==> config.mk <==
export PLATFORM = sky130hd
export DESIGN_NAME = dmem_arbiter
export DESIGN_NICKNAME = d
export VERILOG_FILES = /design/src/rtl/dmem_arb_pkg.sv /design/src/rtl/dmem_arbiter.sv
export SDC_FILE = /design/constraint.sdc
export NUM_CORES = 1
export LEC_CHECK = 0
export ABC_AREA = 1
export CORE_AREA = 4 4 140 142
export DETAILED_ROUTE_END_ITERATION = 16
export DIE_AREA = 0 0 144 146
export HOLD_SLACK_MARGIN = 0.15
export PLACE_DENSITY_LB_ADDON = 0.25
export SYNTH_ARGS = -nofsm -noshare
export SYNTH_HDL_FRONTEND = slang
export SYNTH_SLANG_ARGS = --single-unit
export TNS_END_PERCENT = 100
==> constraint.sdc <==
create_clock -name clk -period 3.2 [get_ports clk]
set_clock_uncertainty 0.05 [all_clocks]
set_input_delay 0.64 -clock clk [delete_from_list [all_inputs] [get_ports clk]]
set_output_delay 0.64 -clock clk [all_outputs]
set_load 0.02 [all_outputs]
==> src/rtl/dmem_arb_pkg.sv <==
// Shared definitions for the data-memory arbiter: opcode constants, burst FSM
// state encoding and a core memory-op decode helper.
package dmem_arb_pkg;

    localparam logic [6:0]  OPC_LOAD   = 7'b0000011;
    localparam logic [6:0]  OPC_STORE  = 7'b0100011;
    localparam int unsigned WORD_BYTES = 4;

    typedef enum logic [1:0] {
        IDLE   = 2'd0,
        WBURST = 2'd1,
        RBURST = 2'd2,
        DONE   = 2'd3
    } arb_state_t;

    // True when the executing instruction touches data memory this cycle.
    function automatic logic is_mem_op(input logic [6:0] opc);
        return (opc == OPC_LOAD) || (opc == OPC_STORE);
    endfunction

endpackage

==> src/rtl/dmem_arbiter.sv <==
// dmem_arbiter: shares the single data-RAM port between the single-cycle core
// (always wins, zero wait states) and a burst DMA requester whose word beats
// use only cycles in which the core is not executing a LOAD or STORE.
//
// Ports
//   clk, reset                 clock, asynchronous active-high reset
//   core_*                     core data port (instr opcode decode, addr, wdata,
//                              strobe, write enable, load data back)
//   mem_*                      RAM port (combinational read, synchronous write)
//   dma_cmd_*                  burst command (we, word-aligned addr, len = beats-1)
//   dma_wdata_*                write-beat stream
//   dma_rdata_valid/dma_rdata  read-beat stream, one cycle after the beat
//   dma_done                   one-cycle pulse after the last beat
//   dma_starve_cnt             count of DMA beats blocked by core accesses
//
// Build option
//   DMEM_ARB_STARVE_CNT_EN  when defined, dma_starve_cnt is a saturating count
//                           of blocked-but-ready beats; otherwise tied to 0.
module dmem_arbiter
    import dmem_arb_pkg::*;
#(
    parameter int unsigned LEN_W  = 8,
    parameter int unsigned ADDR_W = 32
) (
    input  logic              clk,
    input  logic              reset,
    input  logic [31:0]       core_instr,
    input  logic [ADDR_W-1:0] core_addr,
    input  logic [31:0]       core_wdata,
    input  logic [3:0]        core_strobe,
    input  logic              core_mem_write,
    output logic [31:0]       core_rdata,
    output logic [ADDR_W-1:0] mem_addr,
    output logic [31:0]       mem_wdata,
    output logic [3:0]        mem_strobe,
    output logic              mem_we,
    input  logic [31:0]       mem_rdata,
    input  logic              dma_cmd_valid,
    output logic              dma_cmd_ready,
    input  logic              dma_cmd_we,
    input  logic [ADDR_W-1:0] dma_cmd_addr,
    input  logic [LEN_W-1:0]  dma_cmd_len,
    input  logic              dma_wdata_valid,
    output logic              dma_wdata_ready,
    input  logic [31:0]       dma_wdata,
    output logic              dma_rdata_valid,
    output logic [31:0]       dma_rdata,
    output logic              dma_done,
    output logic [15:0]       dma_starve_cnt
);

    arb_state_t        state_q;
    logic [ADDR_W-1:0] addr_q;
    logic [LEN_W-1:0]  cnt_q;
    logic [31:0]       rdata_q;
    logic              rvalid_q;

    logic core_acc;
    logic wr_fire;
    logic rd_fire;
    logic cmd_accept;

    // Opcode bits above [6:0] and the command's byte offset are don't-care.
    logic unused_bits;
    assign unused_bits = ^{core_instr[31:7], dma_cmd_addr[1:0]};

    assign core_acc   = is_mem_op(core_instr[6:0]);
    assign wr_fire    = (state_q == WBURST) && dma_wdata_valid && !core_acc;
    assign rd_fire    = (state_q == RBURST) && !core_acc;
    assign cmd_accept = (state_q == IDLE) && dma_cmd_valid;

    assign core_rdata      = mem_rdata;
    assign dma_cmd_ready   = (state_q == IDLE);
    assign dma_done        = (state_q == DONE);
    assign dma_rdata_valid = rvalid_q;
    assign dma_rdata       = rdata_q;

    // RAM port mux: core has absolute priority; DMA drives only on a fired beat.
    always_comb begin
        mem_addr        = '0;
        mem_wdata       = '0;
        mem_strobe      = 4'h0;
        mem_we          = 1'b0;
        dma_wdata_ready = 1'b0;
        if (core_acc) begin
            mem_addr   = core_addr;
            mem_wdata  = core_wdata;
            mem_strobe = core_strobe;
            mem_we     = core_mem_write;
        end else begin
            if (state_q != IDLE) begin
                mem_addr = addr_q;
            end
            if (wr_fire) begin
                mem_we          = 1'b1;
                mem_strobe      = 4'hF;
                mem_wdata       = dma_wdata;
                dma_wdata_ready = 1'b1;
            end
        end
    end

    // Burst FSM with address/count tracking and registered read-beat return.
    always_ff @(posedge clk or posedge reset) begin
        if (reset) begin
            state_q  <= IDLE;
            addr_q   <= '0;
            cnt_q    <= '0;
            rdata_q  <= '0;
            rvalid_q <= 1'b0;
        end else begin
            rvalid_q <= 1'b0;
            case (state_q)
                IDLE: begin
                    if (cmd_accept) begin
                        addr_q  <= {dma_cmd_addr[ADDR_W-1:2], 2'b00};
                        cnt_q   <= dma_cmd_len;
                        state_q <= dma_cmd_we ? WBURST : RBURST;
                    end
                end
                WBURST, RBURST: begin
                    if (wr_fire || rd_fire) begin
                        addr_q <= addr_q + ADDR_W'(WORD_BYTES);
                        if (rd_fire) begin
                            rdata_q  <= mem_rdata;
                            rvalid_q <= 1'b1;
                        end
                        if (cnt_q == '0) begin
                            state_q <= DONE;
                        end else begin
                            cnt_q <= cnt_q - LEN_W'(1);
                        end
                    end
                end
                DONE: begin
                    state_q <= IDLE;
                end
                default: begin
                    state_q <= IDLE;
                end
            endcase
        end
    end

`ifdef DMEM_ARB_STARVE_CNT_EN
    logic [15:0] starve_q;
    logic [15:0] starve_d;
    logic        beat_blocked;

    // A beat is blocked when it would have fired but the core owns the port.
    assign beat_blocked = core_acc &&
                          ((state_q == RBURST) || ((state_q == WBURST) && dma_wdata_valid));

    always_comb begin
        starve_d = starve_q;
        if (cmd_accept) begin
            starve_d = '0;
        end else if (beat_blocked && (starve_q != 16'hFFFF)) begin
            starve_d = starve_q + 16'd1;
        end
    end

    always_ff @(posedge clk or posedge reset) begin
        if (reset) begin
            starve_q <= '0;
        end else begin
            starve_q <= starve_d;
        end
    end

    assign dma_starve_cnt = starve_q;
`else
    assign dma_starve_cnt = 16'h0000;
`endif

endmodule
==> summary.txt <==
outcome: finished, final reports clean
crit path max fanout: 24
VDD IR-drop max: 0.0005544 V
most common cell after layout, fill and taps aside: nand2_1
Syn Area/Cell: 6.129 um2
Sequential Power Share: 0.239
post-layout minimum cycle time: 3.103 ns
Worst Path Required: 2.51 ns
power density over cell area: 833.7 mW/mm2
Clock Latency Late Sink: 0.33 ns
WL final: 21.42 mm
area of the mapped netlist: 0.005724 mm2
Final Hold Viols: 0
Max Slew Vio Count: 0
Switching Fraction: 0.4803
Post-CTS Setup Inserts: 0
# rows: 50
Die W: 144 um
fill count: 1815
CP most frequent cell: clkdlybuf4s50_1
Least-Margin Pin Slew: 0.7405 ns
drt drc: 0
CTS root buf: clkbuf_16
Clk pin slew, worst setup/hold paths: 0.06 ns
WP buf/inv: 3
Via density: 4.527
Hold Path Class: reg -> reg
vias in the first global route: 6177
vias: 6546
Final Cycle Share: 0.9698
Setup TNS: 0 ns
TritonCTS buffer count: 9
critical path cell sequence: clkdlybuf4s50_1 -> nor2_1 -> nand3_4 -> buf_6 -> nand3_1 -> o21ai_0 -> clkdlybuf4s50_1
DIE AREA: 0.02102 mm2
largest net degree at the start of global routing: 74
Min Hold Slack: 0.4234 ns
NetSw: 3.727 mW
crit start category: primary input
Port Buf Inserts: 318
crit-path leading delay family: buffers and inverters
I/O pin cnt: 363
grt ovf: 0
Top Usage Layer GRT: met2
WS Path Type: in -> out
Worst setup EP type: primary output
Max-Cap Viols: 0
prevailing post-synth register cell: dfrtp_1
Largest stage delay, worst path: 0.64 ns
post-synthesis cell type count: 33
met1 Use GR: 0.2175
CP arrival: 2.41 ns
most frequent cells in the layout: nand2_1, clkdlybuf4s50_1, inv_1
#FFs+latches synth: 73
Hold Buf Count CTS: 0
die height: 146 um
fmax: 0.3222 GHz
starting density of the core: 0.3102
Core Util, Final: 0.5043
DR WL/cell: 14.81 um
first-pass GRT wire length: 32.30 mm
initial antenna violation count: 4
met2 GRT Util: 0.3343
gp weighted congestion: 0.8490
Internal: 4.033 mW
Core Region: 0.01846 mm2
CTS tree: yes
CTS HTree Levels: 3
clock tree sinks: 73
Yosys Warn Count: 0
ys async rst share: 1.000
post-layout net count: 1424
1st-pass router iterations: 4
sequential area share after synthesis: 0.3191
EDFF count, synth: 0
CP max stage cell: clkdlybuf4s50_1
clock share of power: 0.139
GRT Total Usage: 0.1934
Post-Syn Instances: 934
share of post-route cells with drive strength above 1: 0.05037
post-route ant nets: 0
Slew headroom: 0.5056
Post-DP HPWL: 16.62 mm
Comb power frac: 0.622
Max clock buf depth: 2
Layout area overhead: 62.60%
Pleak: 5.159 nW
Iteration-0 DRC Markers: 301
met3 Use GR: 0.07230
# setup viols final: 0
==> state kept, by name, indices dropped and copies added (netlist names) <==
| signal | count |
|---|---|
| dma_rdata | 32 |
| addr_q | 30 |
| cnt_q | 8 |
| state_q | 2 |
| dma_rdata_valid | 1 |
==> cells in the mapped netlist, drive strengths merged, types with 2 or more instances <==
| cell type | instances | share of area |
|---|---|---|
| xnor2 | 2 | 0.0031 |
| ha | 7 | 0.015 |
| mux2i | 3 | 0.0052 |
| buf | 74 | 0.087 |
| nand2 | 363 | 0.24 |
| o21ai | 89 | 0.078 |
| dfrtp | 73 | 0.32 |
| clkbuf | 12 | 0.0079 |
| o22ai | 3 | 0.0033 |
| nand3 | 79 | 0.071 |
| o21bai | 4 | 0.0052 |
| nor2 | 88 | 0.068 |
| inv | 121 | 0.079 |
| a21oi | 6 | 0.0052 |
| nand3b | 2 | 0.0026 |
==> worst reg2reg max path: stages, from the launching register on <==
cell and delay, ns:
dfrtp_1 0.40, inv_1 0.09, ha_2 0.24, inv_4 0.25, buf_4 0.18, nor2_1 0.05
inv_1 0.21, nand3_1 0.41, inv_1 0.27, nand2_1 0.07, nand2_1 0.07
==> repair_timing <==
action	4_1_cts	5_1_grt
resized for setup	2	44
endpoints found under the setup margin	9	40
gates cloned	0	0
==> power by group through the flow <==
stage / clock network [mW] / registers [mW] / logic, mW
after floorplan: 0 / 1.96 / 2.95
after global placement: 0 / 1.85 / 4.85
after detailed placement: 0 / 1.86 / 4.91
after CTS: 1.11 / 1.86 / 4.94
after global routing: 1.14 / 1.94 / 5.41
final: 1.08 / 1.85 / 4.83
==> area by class of cell <==
cell class	count	area [um2]	share of cell area
timing repair buffer	333	3445	0.3701
multi-input combinational	669	2969	0.3190
sequential	73	1827	0.1963
inverter	121	456.7	0.04907
tap	234	292.8	0.03146
clock buffer	13	280.3	0.03011
clock inverter	2	35.03	0.003764
antenna	1	2.502	0.0002689
==> worst paths after layout <==
| path | from | to | slack [ns] | cells after the start |
|---|---|---|---|---|
| worst min register to register | dma_rdata[25] | dma_rdata[25] | 0.42 | 2 |
| worst max register to register | state_q[0] | cnt_q[1] | 0.87 | 10 |
| max in group asynchronous | reset | addr_q[22] | 1.71 | 3 |
| worst min-delay path | dma_rdata[25] | dma_rdata[25] | 0.42 | 2 |
| worst max-delay path | core_instr[6] | mem_addr[19] | 0.1 | 7 |
| min in group asynchronous | reset | dma_rdata[8] | 0.70 | 2 |
==> metrics by stage <==
step / power [mW] / worst slack, ns / cell area, um2 / instances
6_report: 7.760 / 0.09665 / 9308 / 1446
5_1_grt: 8.486 / -0.02395 / 9308 / 1446
4_1_cts: 7.901 / 0.007699 / 9190 / 1445
3_5_place_dp: 6.767 / 0.008626 / 8869 / 1430
3_3_place_gp: 6.702 / 0.01551 / 8869 / 1430
2_1_floorplan: 4.912 / 0.6567 / 5781 / 949
==> per-layer routing <==
layer,wire length (um),share of wire,vias to the layer above
li1,-,-,3350
met1,8431,0.39,2889
met2,10210,0.48,272
met3,2265,0.11,29
met4,467,0.022,6
met5,38,0.0018,-
==> kinds of logic after synthesis <==
family / after synthesis / share of synthesized area
compound gates: 105 / 0.09530
buf+inv: 207 / 0.1738
mux: 3 / 0.005246
xor+xnor: 3 / 0.004591
other cells: 1 / 0.0006551
fa+ha+maj: 7 / 0.01530
simple gates: 535 / 0.3860
flops: 73 / 0.3191
No activity file was read; power rests on OpenSTA's default activity.
